### config.mk
export PLATFORM = sky130hd
export DESIGN_NAME = batch_acceptor
export DESIGN_NICKNAME = d
export VERILOG_FILES = /design/src/rtl/svm_sched_pkg.sv /design/src/rtl/batch_conflict_scan.sv /design/src/rtl/batch_acceptor.sv
export SDC_FILE = /design/constraint.sdc
export NUM_CORES = 2
export LEC_CHECK = 0
export ABC_AREA = 1
export CORE_UTILIZATION = 48
export DETAILED_ROUTE_END_ITERATION = 10
export PLACE_DENSITY = 0.73
export SLEW_MARGIN = 20
export SYNTH_ARGS = -nofsm -noshare
export SYNTH_HDL_FRONTEND = slang
export SYNTH_SLANG_ARGS = --single-unit
### constraint.sdc
create_clock -name clk -period 7.42 [get_ports clk]
set_clock_uncertainty 0.1 [all_clocks]
set_input_delay 0.742 -clock clk [delete_from_list [all_inputs] [get_ports clk]]
set_output_delay 0.742 -clock clk [all_outputs]
set_load 0.005 [all_outputs]
### src/rtl/svm_sched_pkg.sv
// Shared scheduler definitions: batch FSM state encoding, transaction ID
// width and the default batch geometry used by batch_acceptor.
package svm_sched_pkg;

  localparam int ID_W                = 64;
  localparam int DEFAULT_BATCH_DEPTH = 8;
  localparam int DEFAULT_ACCT_W      = 64;

  typedef enum logic [1:0] {
    COLLECT = 2'd0,
    CHECK   = 2'd1,
    SEAL    = 2'd2
  } batch_state_t;

  // Index width for a table of 'depth' entries, never narrower than one bit.
  function automatic int idx_width(input int depth);
    return (depth > 1) ? $clog2(depth) : 1;
  endfunction

endpackage

### src/rtl/batch_conflict_scan.sv
// Combinational read/write conflict scan of a candidate transaction against
// every valid batch entry, followed by a lowest-index priority encoder.
// Holds no state.
module batch_conflict_scan
  import svm_sched_pkg::*;
#(
  parameter int DEPTH  = DEFAULT_BATCH_DEPTH,
  parameter int ACCT_W = DEFAULT_ACCT_W,
  parameter int IDX_W  = idx_width(DEFAULT_BATCH_DEPTH)
) (
  input  logic [DEPTH-1:0]             entry_valid,
  input  logic [DEPTH-1:0][ACCT_W-1:0] entry_read,
  input  logic [DEPTH-1:0][ACCT_W-1:0] entry_write,
  input  logic [ACCT_W-1:0]            new_read,
  input  logic [ACCT_W-1:0]            new_write,
  output logic                         hit,
  output logic [IDX_W-1:0]             hit_idx
);

  logic [DEPTH-1:0] match;

  // Write-after-read, write-after-write and read-after-write hazards per entry.
  generate
    for (genvar gi = 0; gi < DEPTH; gi++) begin : g_match
      assign match[gi] = entry_valid[gi] &&
                         ((|(new_write & (entry_read[gi] | entry_write[gi]))) ||
                          (|(new_read & entry_write[gi])));
    end
  endgenerate

  // Lowest-index conflicting entry wins: scan downwards so index 0 is last.
  always_comb begin
    hit     = |match;
    hit_idx = '0;
    for (int i = DEPTH - 1; i >= 0; i--) begin
      if (match[i]) begin
        hit_idx = IDX_W'(i);
      end
    end
  end

endmodule

### src/rtl/batch_acceptor.sv
// Batch acceptor: collects non-conflicting transactions into a batch, rejects
// transactions that clash with entries already held, and hands a sealed batch
// (count plus union read/write masks) downstream with a valid/ready handshake.
// Optional build macro BATCH_TIMEOUT_EN seals a partial batch after
// TIMEOUT_CYCLES idle cycles; without it a batch seals only when full or on
// batch_flush.
module batch_acceptor
  import svm_sched_pkg::*;
#(
  parameter int BATCH_DEPTH    = DEFAULT_BATCH_DEPTH,
  parameter int ACCT_W         = DEFAULT_ACCT_W,
  parameter int TIMEOUT_CYCLES = 256
) (
  input  logic                               clk,
  input  logic                               rst_n,
  input  logic                               transaction_forwarded,
  input  logic [ID_W-1:0]                    owner_programID,
  input  logic [ACCT_W-1:0]                  read_mask,
  input  logic [ACCT_W-1:0]                  write_mask,
  input  logic                               batch_flush,
  output logic                               pipeline_ready,
  output logic [ID_W-1:0]                    accepted_id,
  output logic                               has_conflict,
  output logic [ID_W-1:0]                    conflicting_id,
  output logic                               batch_valid,
  input  logic                               batch_ready,
  output logic [$clog2(BATCH_DEPTH+1)-1:0]   batch_count,
  output logic [ACCT_W-1:0]                  batch_read_mask,
  output logic [ACCT_W-1:0]                  batch_write_mask
);

  localparam int CNT_W = $clog2(BATCH_DEPTH + 1);
  localparam int IDX_W = idx_width(BATCH_DEPTH);
  localparam logic [CNT_W-1:0] FULL_CNT = CNT_W'(BATCH_DEPTH);

  batch_state_t                       state_reg;
  logic [CNT_W-1:0]                   count_reg;
  logic [BATCH_DEPTH-1:0][ID_W-1:0]   entry_id_reg;
  logic [BATCH_DEPTH-1:0][ACCT_W-1:0] entry_rd_reg;
  logic [BATCH_DEPTH-1:0][ACCT_W-1:0] entry_wr_reg;
  logic [ID_W-1:0]                    cap_id_reg;
  logic [ACCT_W-1:0]                  cap_rd_reg;
  logic [ACCT_W-1:0]                  cap_wr_reg;
  logic                               flush_pending_reg;
  logic [ACCT_W-1:0]                  union_rd_reg;
  logic [ACCT_W-1:0]                  union_wr_reg;
  logic [ID_W-1:0]                    accepted_id_reg;
  logic [ID_W-1:0]                    conflicting_id_reg;
  logic                               has_conflict_reg;
  logic                               batch_valid_reg;
  logic                               ready_reg;

  logic [BATCH_DEPTH-1:0] entry_valid;
  logic                   scan_hit;
  logic [IDX_W-1:0]       scan_idx;
  logic                   accept;
  logic                   timeout_hit;
  logic [CNT_W-1:0]       count_after_check;
  logic                   seal_after_check;

  // Entries below the fill level take part in the conflict scan.
  generate
    for (genvar gi = 0; gi < BATCH_DEPTH; gi++) begin : g_valid
      assign entry_valid[gi] = (CNT_W'(gi) < count_reg);
    end
  endgenerate

  batch_conflict_scan #(
    .DEPTH  (BATCH_DEPTH),
    .ACCT_W (ACCT_W),
    .IDX_W  (IDX_W)
  ) u_scan (
    .entry_valid (entry_valid),
    .entry_read  (entry_rd_reg),
    .entry_write (entry_wr_reg),
    .new_read    (cap_rd_reg),
    .new_write   (cap_wr_reg),
    .hit         (scan_hit),
    .hit_idx     (scan_idx)
  );

  // A pulse is only taken while the acceptor advertises room in COLLECT.
  assign accept = (state_reg == COLLECT) && ready_reg && transaction_forwarded;

  // Decide where CHECK goes: seal when the batch fills, or when a flush was
  // requested during capture/CHECK and the batch ends up non-empty.
  always_comb begin
    count_after_check = scan_hit ? count_reg : (count_reg + CNT_W'(1));
    seal_after_check  = (count_after_check == FULL_CNT) ||
                        ((flush_pending_reg || batch_flush) && (count_after_check != '0));
  end

`ifdef BATCH_TIMEOUT_EN
  localparam int IDLE_W = $clog2(TIMEOUT_CYCLES + 1);

  logic [IDLE_W-1:0] idle_cnt_reg;
  logic [IDLE_W-1:0] idle_inc;
  logic              idle_cycle;

  assign idle_cycle  = (state_reg == COLLECT) && (count_reg != '0) && !accept;
  assign idle_inc    = idle_cnt_reg + IDLE_W'(1);
  assign timeout_hit = idle_cycle && (idle_inc == IDLE_W'(TIMEOUT_CYCLES));

  // Idle counter: runs while a partial batch waits, restarts on any capture.
  always_ff @(posedge clk or negedge rst_n) begin
    if (!rst_n) begin
      idle_cnt_reg <= '0;
    end else if (idle_cycle && !timeout_hit) begin
      idle_cnt_reg <= idle_inc;
    end else begin
      idle_cnt_reg <= '0;
    end
  end
`else
  assign timeout_hit = 1'b0;
`endif

  // Batch FSM with all batch storage and registered outputs.
  always_ff @(posedge clk or negedge rst_n) begin
    if (!rst_n) begin
      state_reg          <= COLLECT;
      count_reg          <= '0;
      entry_id_reg       <= '0;
      entry_rd_reg       <= '0;
      entry_wr_reg       <= '0;
      cap_id_reg         <= '0;
      cap_rd_reg         <= '0;
      cap_wr_reg         <= '0;
      flush_pending_reg  <= 1'b0;
      union_rd_reg       <= '0;
      union_wr_reg       <= '0;
      accepted_id_reg    <= '0;
      conflicting_id_reg <= '0;
      has_conflict_reg   <= 1'b0;
      batch_valid_reg    <= 1'b0;
      ready_reg          <= 1'b0;
    end else begin
      has_conflict_reg <= 1'b0;
      case (state_reg)
        COLLECT: begin
          if (accept) begin
            cap_id_reg        <= owner_programID;
            cap_rd_reg        <= read_mask;
            cap_wr_reg        <= write_mask;
            flush_pending_reg <= batch_flush;
            ready_reg         <= 1'b0;
            state_reg         <= CHECK;
          end else if ((batch_flush && (count_reg != '0)) || timeout_hit) begin
            batch_valid_reg <= 1'b1;
            ready_reg       <= 1'b0;
            state_reg       <= SEAL;
          end else begin
            ready_reg <= (count_reg < FULL_CNT);
          end
        end

        CHECK: begin
          if (scan_hit) begin
            has_conflict_reg   <= 1'b1;
            conflicting_id_reg <= entry_id_reg[scan_idx];
          end else begin
            for (int i = 0; i < BATCH_DEPTH; i++) begin
              if (count_reg == CNT_W'(i)) begin
                entry_id_reg[i] <= cap_id_reg;
                entry_rd_reg[i] <= cap_rd_reg;
                entry_wr_reg[i] <= cap_wr_reg;
              end
            end
            count_reg       <= count_after_check;
            union_rd_reg    <= union_rd_reg | cap_rd_reg;
            union_wr_reg    <= union_wr_reg | cap_wr_reg;
            accepted_id_reg <= cap_id_reg;
          end
          flush_pending_reg <= 1'b0;
          if (seal_after_check) begin
            batch_valid_reg <= 1'b1;
            ready_reg       <= 1'b0;
            state_reg       <= SEAL;
          end else begin
            ready_reg <= 1'b1;
            state_reg <= COLLECT;
          end
        end

        SEAL: begin
          if (batch_ready) begin
            count_reg       <= '0;
            entry_id_reg    <= '0;
            entry_rd_reg    <= '0;
            entry_wr_reg    <= '0;
            union_rd_reg    <= '0;
            union_wr_reg    <= '0;
            batch_valid_reg <= 1'b0;
            ready_reg       <= 1'b1;
            state_reg       <= COLLECT;
          end
        end

        default: begin
          ready_reg <= 1'b0;
          state_reg <= COLLECT;
        end
      endcase
    end
  end

  assign pipeline_ready   = ready_reg;
  assign accepted_id      = accepted_id_reg;
  assign has_conflict     = has_conflict_reg;
  assign conflicting_id   = conflicting_id_reg;
  assign batch_valid      = batch_valid_reg;
  assign batch_count      = count_reg;
  assign batch_read_mask  = union_rd_reg;
  assign batch_write_mask = union_wr_reg;

endmodule

Word-level counts from Yosys, hierarchy flattened
Cells that the tools add are included.
W data, S select, Z words.
{"block": "word_totals", "ff_bits": 1994, "word_cells": 230, "inputBits": 197}
{"block": "classes", "bitwise": 27, "n_reduce_logical": 61, "order_cmp": 10, "eq_ne": 25, "add_sub_neg": 1, "muxes": 69}
{"cell": "$pmux W512 S2", "count": 3}
{"cell": "$mux W512", "count": 4}
{"cell": "$mux W64", "count": 28}
{"cell": "$and A64 B64 Y64", "count": 16}
{"cell": "$reduce_or A64 Y1", "count": 16}
{"cell": "$or A64 B64 Y64", "count": 10}
{"cell": "$pmux W64 S2", "count": 2}
{"cell": "$bmux W64 S3", "count": 1}
{"cell": "$reduce_and A4 Y1", "count": 8}
{"cell": "$ne A2 B2 Y1 const B", "count": 13}
{"cell": "$mux W3", "count": 8}
{"cell": "$eq A4 B3 Y1 const B", "count": 4}
{"cell": "$lt A3 B4 Y1 const A", "count": 4}
{"cell": "$logic_and A1 B1 Y1", "count": 12}
{"cell": "$mux W4", "count": 3}
{"cell": "$mux W1", "count": 11}
{"cell": "$logic_or A1 B1 Y1", "count": 10}
{"cell": "$reduce_and A2 Y1", "count": 5}
{"cell": "$eq A4 B2 Y1 const B", "count": 2}
{"cell": "$lt A1 B4 Y1 const A", "count": 2}
{"cell": "$lt A2 B4 Y1 const A", "count": 2}
{"cell": "$mux W2", "count": 4}
{"cell": "$pmux W4 S2", "count": 1}
{"cell": "$reduce_bool A4 Y1", "count": 2}
{"cell": "other kinds (20)", "count": 22}

Logic depth before layout (Yosys ltp)
{"block": "depth", "word_depth": 15, "depth_mapped": 24, "mapped_depth_nobuf": 22}

Modules after synthesis
A second synthesis with hierarchy kept.
{"block": "unflattened", "cells_unflattened": 10945, "area_unflattened_um2": 88020.7}
{"module": "batch_acceptor", "n_inst": 1, "cells_each": 9249, "area_each_um2": 79835.3}
{"module": "batch_conflict_scan", "n_inst": 1, "cells_each": 1696, "area_each_um2": 8185.4}

Least setup slack after synthesis
No wires, ideal clock.
{"block": "synth_timing", "path_type": "reg-to-reg", "from": "register cap_wr_reg[30]", "to": "register entry_rd_reg[251] (netlist bit)", "n_path_buf": 3, "setup_ps": 125, "required_time_ps": 7195, "slack_ps": 4542, "t_arrival_ps": 2654, "synth_period_minus_slack_ps": 2878, "path_stages_with_launch": 18, "cell_sequence": "dfrtp_1 clkbuf_1 o21ai_0 nand2_1 nor3_1 nand3_1 nor2_1 nand2_1 o21ai_2 nand2_2 nor2_4 nand2_2 nand2_2 nand3_4 nor2_2 buf_4 buf_2 mux2_2"}
{"block": "synth_via", "elab_chain_cells": 7, "elab_cells_between_ends": 35, "cone_classes": "eq/ne (1); bitwise (8); reduce/logical (26)"}
{"item": "start: declaration", "line": "batch_acceptor.sv:43", "source": "logic [ACCT_W-1:0] cap_wr_reg;"}
{"item": "start signal: assignment", "line": "batch_acceptor.sv:144", "source": "cap_wr_reg <= write_mask;"}
{"item": "$and A64 B64 Y64", "line": "batch_conflict_scan.sv:26", "source": "((|(new_write & (entry_read[gi] | entry_write[gi]))) ||"}
{"item": "$reduce_or A64 Y1", "line": "batch_conflict_scan.sv:26"}
{"item": "$logic_or A1 B1 Y1", "line": "batch_conflict_scan.sv:26"}
{"item": "$logic_and A1 B1 Y1", "line": "batch_conflict_scan.sv:25", "source": "assign match[gi] = entry_valid[gi] &&"}
{"item": "$reduce_or A8 Y1 *", "line": "batch_conflict_scan.sv:33", "source": "hit = |match;"}
{"item": "$ne A2 B2 Y1 (no line) *"}
{"item": "$reduce_and A4 Y1 (no line) *"}
{"item": "end signal: indexed assignment", "line": "batch_acceptor.sv:165", "source": "entry_rd_reg[i] <= cap_rd_reg;"}
{"item": "end: declaration", "line": "batch_acceptor.sv:39", "source": "logic [BATCH_DEPTH-1:0][ACCT_W-1:0] entry_rd_reg;"}
Every way passes the cells marked *; elsewhere a longest branch is shown, timed or not.
A chain may end at the register's enable or synchronous reset.

Worst setup path in the final report
{"block": "layout_timing", "from": "register cap_wr_reg[62]", "to": "register conflicting_id_reg[21] (netlist: conflicting_id[21])"}
{"block": "layout_via", "elab_chain_cells": 14, "elab_cells_between_ends": 44, "cone_classes": "mux (10); bitwise (8); reduce/logical (26)"}
{"item": "$and A64 B64 Y64", "line": "batch_conflict_scan.sv:26"}
{"item": "$reduce_or A64 Y1", "line": "batch_conflict_scan.sv:26"}
{"item": "$logic_or A1 B1 Y1", "line": "batch_conflict_scan.sv:26"}
{"item": "$logic_and A1 B1 Y1", "line": "batch_conflict_scan.sv:25"}
{"item": "$mux W3 (8 in series)", "line": "batch_conflict_scan.sv:36", "source": "if (match[i]) begin"}
{"item": "$bmux W64 S3", "line": "batch_acceptor.sv:160", "source": "conflicting_id_reg <= entry_id_reg[scan_idx];"}
{"item": "$mux W64 (implied by the code)", "line": "batch_acceptor.sv:160"}
{"item": "end signal: assignment", "line": "batch_acceptor.sv:160"}
{"item": "end: declaration", "line": "batch_acceptor.sv:48", "source": "logic [ID_W-1:0] conflicting_id_reg;"}
Several ways; a longest one is shown, not always the timed one. The select of a mux whose other input is x is not followed.

==> metrics <==
Final GP Congestion=around 0.9; power per cell area=~520 nW/um^2; Initial Util=0.485; final hold violation count=0; Worst EP required=8070 ps; Buffers on Ports=between 400 and 500; first-pass GRT wire length=approximately 430 mm; Unique masters post-synth=34; width of the die=~430 um; unrepaired setup endpoints after global routing=false; Vias=74100; antenna-violating nets left=0; All-Layer GR Usage=0.293; row cnt=~160; fraction of layout cells with a size suffix above 1=0.0662; initial antenna violation count=7; htree depth=4; Crit Path Class=reg -> reg; final core occ=0.558; TritonCTS clock tree=yes; die height=433 um; register clock-pin slew on the reported worst setup and hold paths=60 ps; top sig layer=met5; Max Fanout on Critical Path=~210; Avg WL per Cell=about 20 um; starting DRC count in detailed routing=~8300; syn nets=approximately 11000; clock sink total=1994; max-cap viol count=0; sequential area share after synthesis=0.559; minimum clock period=5340 ps; Design Area, Final=103000 sq um; die area=about 190000 sq um; I/O pin count=between 400 and 500; largest net degree at the start of global routing=~240; CTS resizes=0; Placement Cell Area=between 90000 and 100000 sq um; Clock Tree Root=clkbuf_16; Syn. warnings=0; total negative slack=0 ps; DR WL met3=roughly 20 mm; Final #Nets=between 10000 and 15000; final period utilization=0.719; met2 wire len=about 130 mm; Pleak=approximately 0.047 uW; most frequent cells in the layout=nand2_1, dfrtp_1, o21ai_0, inv_1, nand3_1; CP arrival=~6000 ps; Cell Count, Final, Fillers Out=13400; peak supply drop=about 0.68 mV; M1 WL=roughly 110 mm; final WL=approximately 270 mm; drt via density=~5.5; Cell Area, Synth=approximately 90000 sq um; failing checks=max-slew violations; core area=~180000 sq um; status=finished, violations left; number of global-route vias before repair=approximately 73000; Hold-fix buffers, CTS=1; Worst-Skew Late Latency=about 880 ps; most common cell after layout, fill and taps aside=nand2_1; synthesized netlist cell count=between 10000 and 15000; Max stage delay on crit path=approximately 570 ps; min-delay worst type=in -> reg; crit-path cells=inv_1, nor2_1, nor2_1, nand2_1, nor2_1, nand2_1, nor2_1, nand3_1, nand2_1, nand2_1, nand2_1, nand2_1, nand2_1, nand2_1, nand2_4, buf_12, nand3_1, nand3_1, nand3_1, nand3_1, nand2_1; CP startpoint kind=register; Final HPWL DP=about 170 mm; hold_ws=322 ps; measured slew at the worst slew-check pin=1510 ps; CTS Buf Count=approximately 210; most used cell, CP=nand2_1; DRC Markers=0; Remaining Overflow, GRT=0; slowest CP cell=dfrtp_1; Synth-to-Final Area Change=14.9%; family with the most delay on the worst path=simple AND/OR/NAND/NOR gates; Layout fillers=16400; post-placement cell count=~13000; Relative slew margins=-0.00664; Post-CTS Setup Bufs=0; Clock Path Buffers=3; syn avg cell area=~8.4 sq um; Max Slew Vio Count=21; register bit total from synthesis=between 1500 and 2000; Buf/Inv on CP=2; drt pass-1 iters=8; CP Capture Type=register; Final setup viols=0; fmax=0.187 GHz
## worst paths after layout
kind | from | end | slack, ps | cells after the start
setup reg to reg | cap_wr_reg[62] | conflicting_id[21] | 2080 | 21
setup / recovery | cap_wr_reg[62] | conflicting_id[21] | 2080 | 21
min in group asynchronous | rst_n | entry_rd_reg[354] | 430 | 2
hold / removal | owner_programID[43] | cap_id_reg[43] | 320 | 3
max in group asynchronous | rst_n | cap_id_reg[40] | 4900 | 4
hold reg to reg | entry_rd_reg[462] | entry_rd_reg[462] | 380 | 1
## layout make-up
type                       count  area (sq um)  area share
antenna                        3          7.51   0.0000732
multi-input combinational   6398         30800       0.300
clock inverter                78          1140      0.0111
tap                         2464          3080      0.0301
inverter                    1589          5990      0.0584
sequential                  1994         49900       0.487
clock buffer                 310          6080      0.0593
timing repair buffer         530          5570      0.0544
## synth_stat cells (all sizes together)
| library cell | count | area, sq um |
|---|---|---|
| o22ai | 144 | 901 |
| xor2 | 2 | 17.5 |
| nand3 | 739 | 3710 |
| clkbuf | 282 | 1060 |
| buf | 304 | 1660 |
| nand3b | 2 | 15.0 |
| o21bai | 1 | 7.51 |
| o31ai | 1 | 7.51 |
| a211oi | 1 | 12.5 |
| nand2 | 2416 | 9080 |
| o21ai | 2030 | 10200 |
| dfrtp | 1994 | 49900 |
| nand4 | 102 | 638 |
| clkinv | 5 | 18.8 |
| a21oi | 167 | 851 |
| nor3 | 22 | 110 |
| mux2 | 291 | 3280 |
| or2 | 1 | 6.26 |
| nor2 | 474 | 1800 |
| inv | 1584 | 5950 |
| a31oi | 2 | 12.5 |
| ha | 3 | 37.5 |
## power breakdown
part           internal (uW)  switching (uW)
Combinational           7500           16100
Clock                   6360            4600
Sequential             15500            2990
Total                  29400           23700
## cell families after synthesis
kind of cell / after synthesis / share of synthesized area
AO/OA/AOI/OAI: 2346 / 0.134
XOR/XNOR: 2 / 0.000196
adder cells (fa/ha/maj): 3 / 0.000421
buffers and inverters: 2175 / 0.0973
flip-flops: 1994 / 0.559
multiplexers: 291 / 0.0367
AND/OR/NAND/NOR: 3756 / 0.172
## through the flow
| step | worst slack (ps) | total power, uW |
|---|---|---|
| 2_1_floorplan | 4540 | 32800 |
| 3_3_place_gp | 2290 | 41100 |
| 3_5_place_dp | 2270 | 41800 |
| 4_1_cts | 2240 | 52900 |
| 5_1_grt | 1930 | 56500 |
| 6_report | 2080 | 53100 |
## layer usage
layer  global-route usage  vias up
li1                     -    34100
met1                0.386    36200
met2                0.469     3155
met3               0.0434      652
met4                0.154        8
met5                    0        -
## tightest hold or removal path: stages
cell and delay (ps):
clkdlybuf4s50_1 390, nand2_1 60, o21ai_0 60
Note: power is estimated with default switching activity, not from simulation.
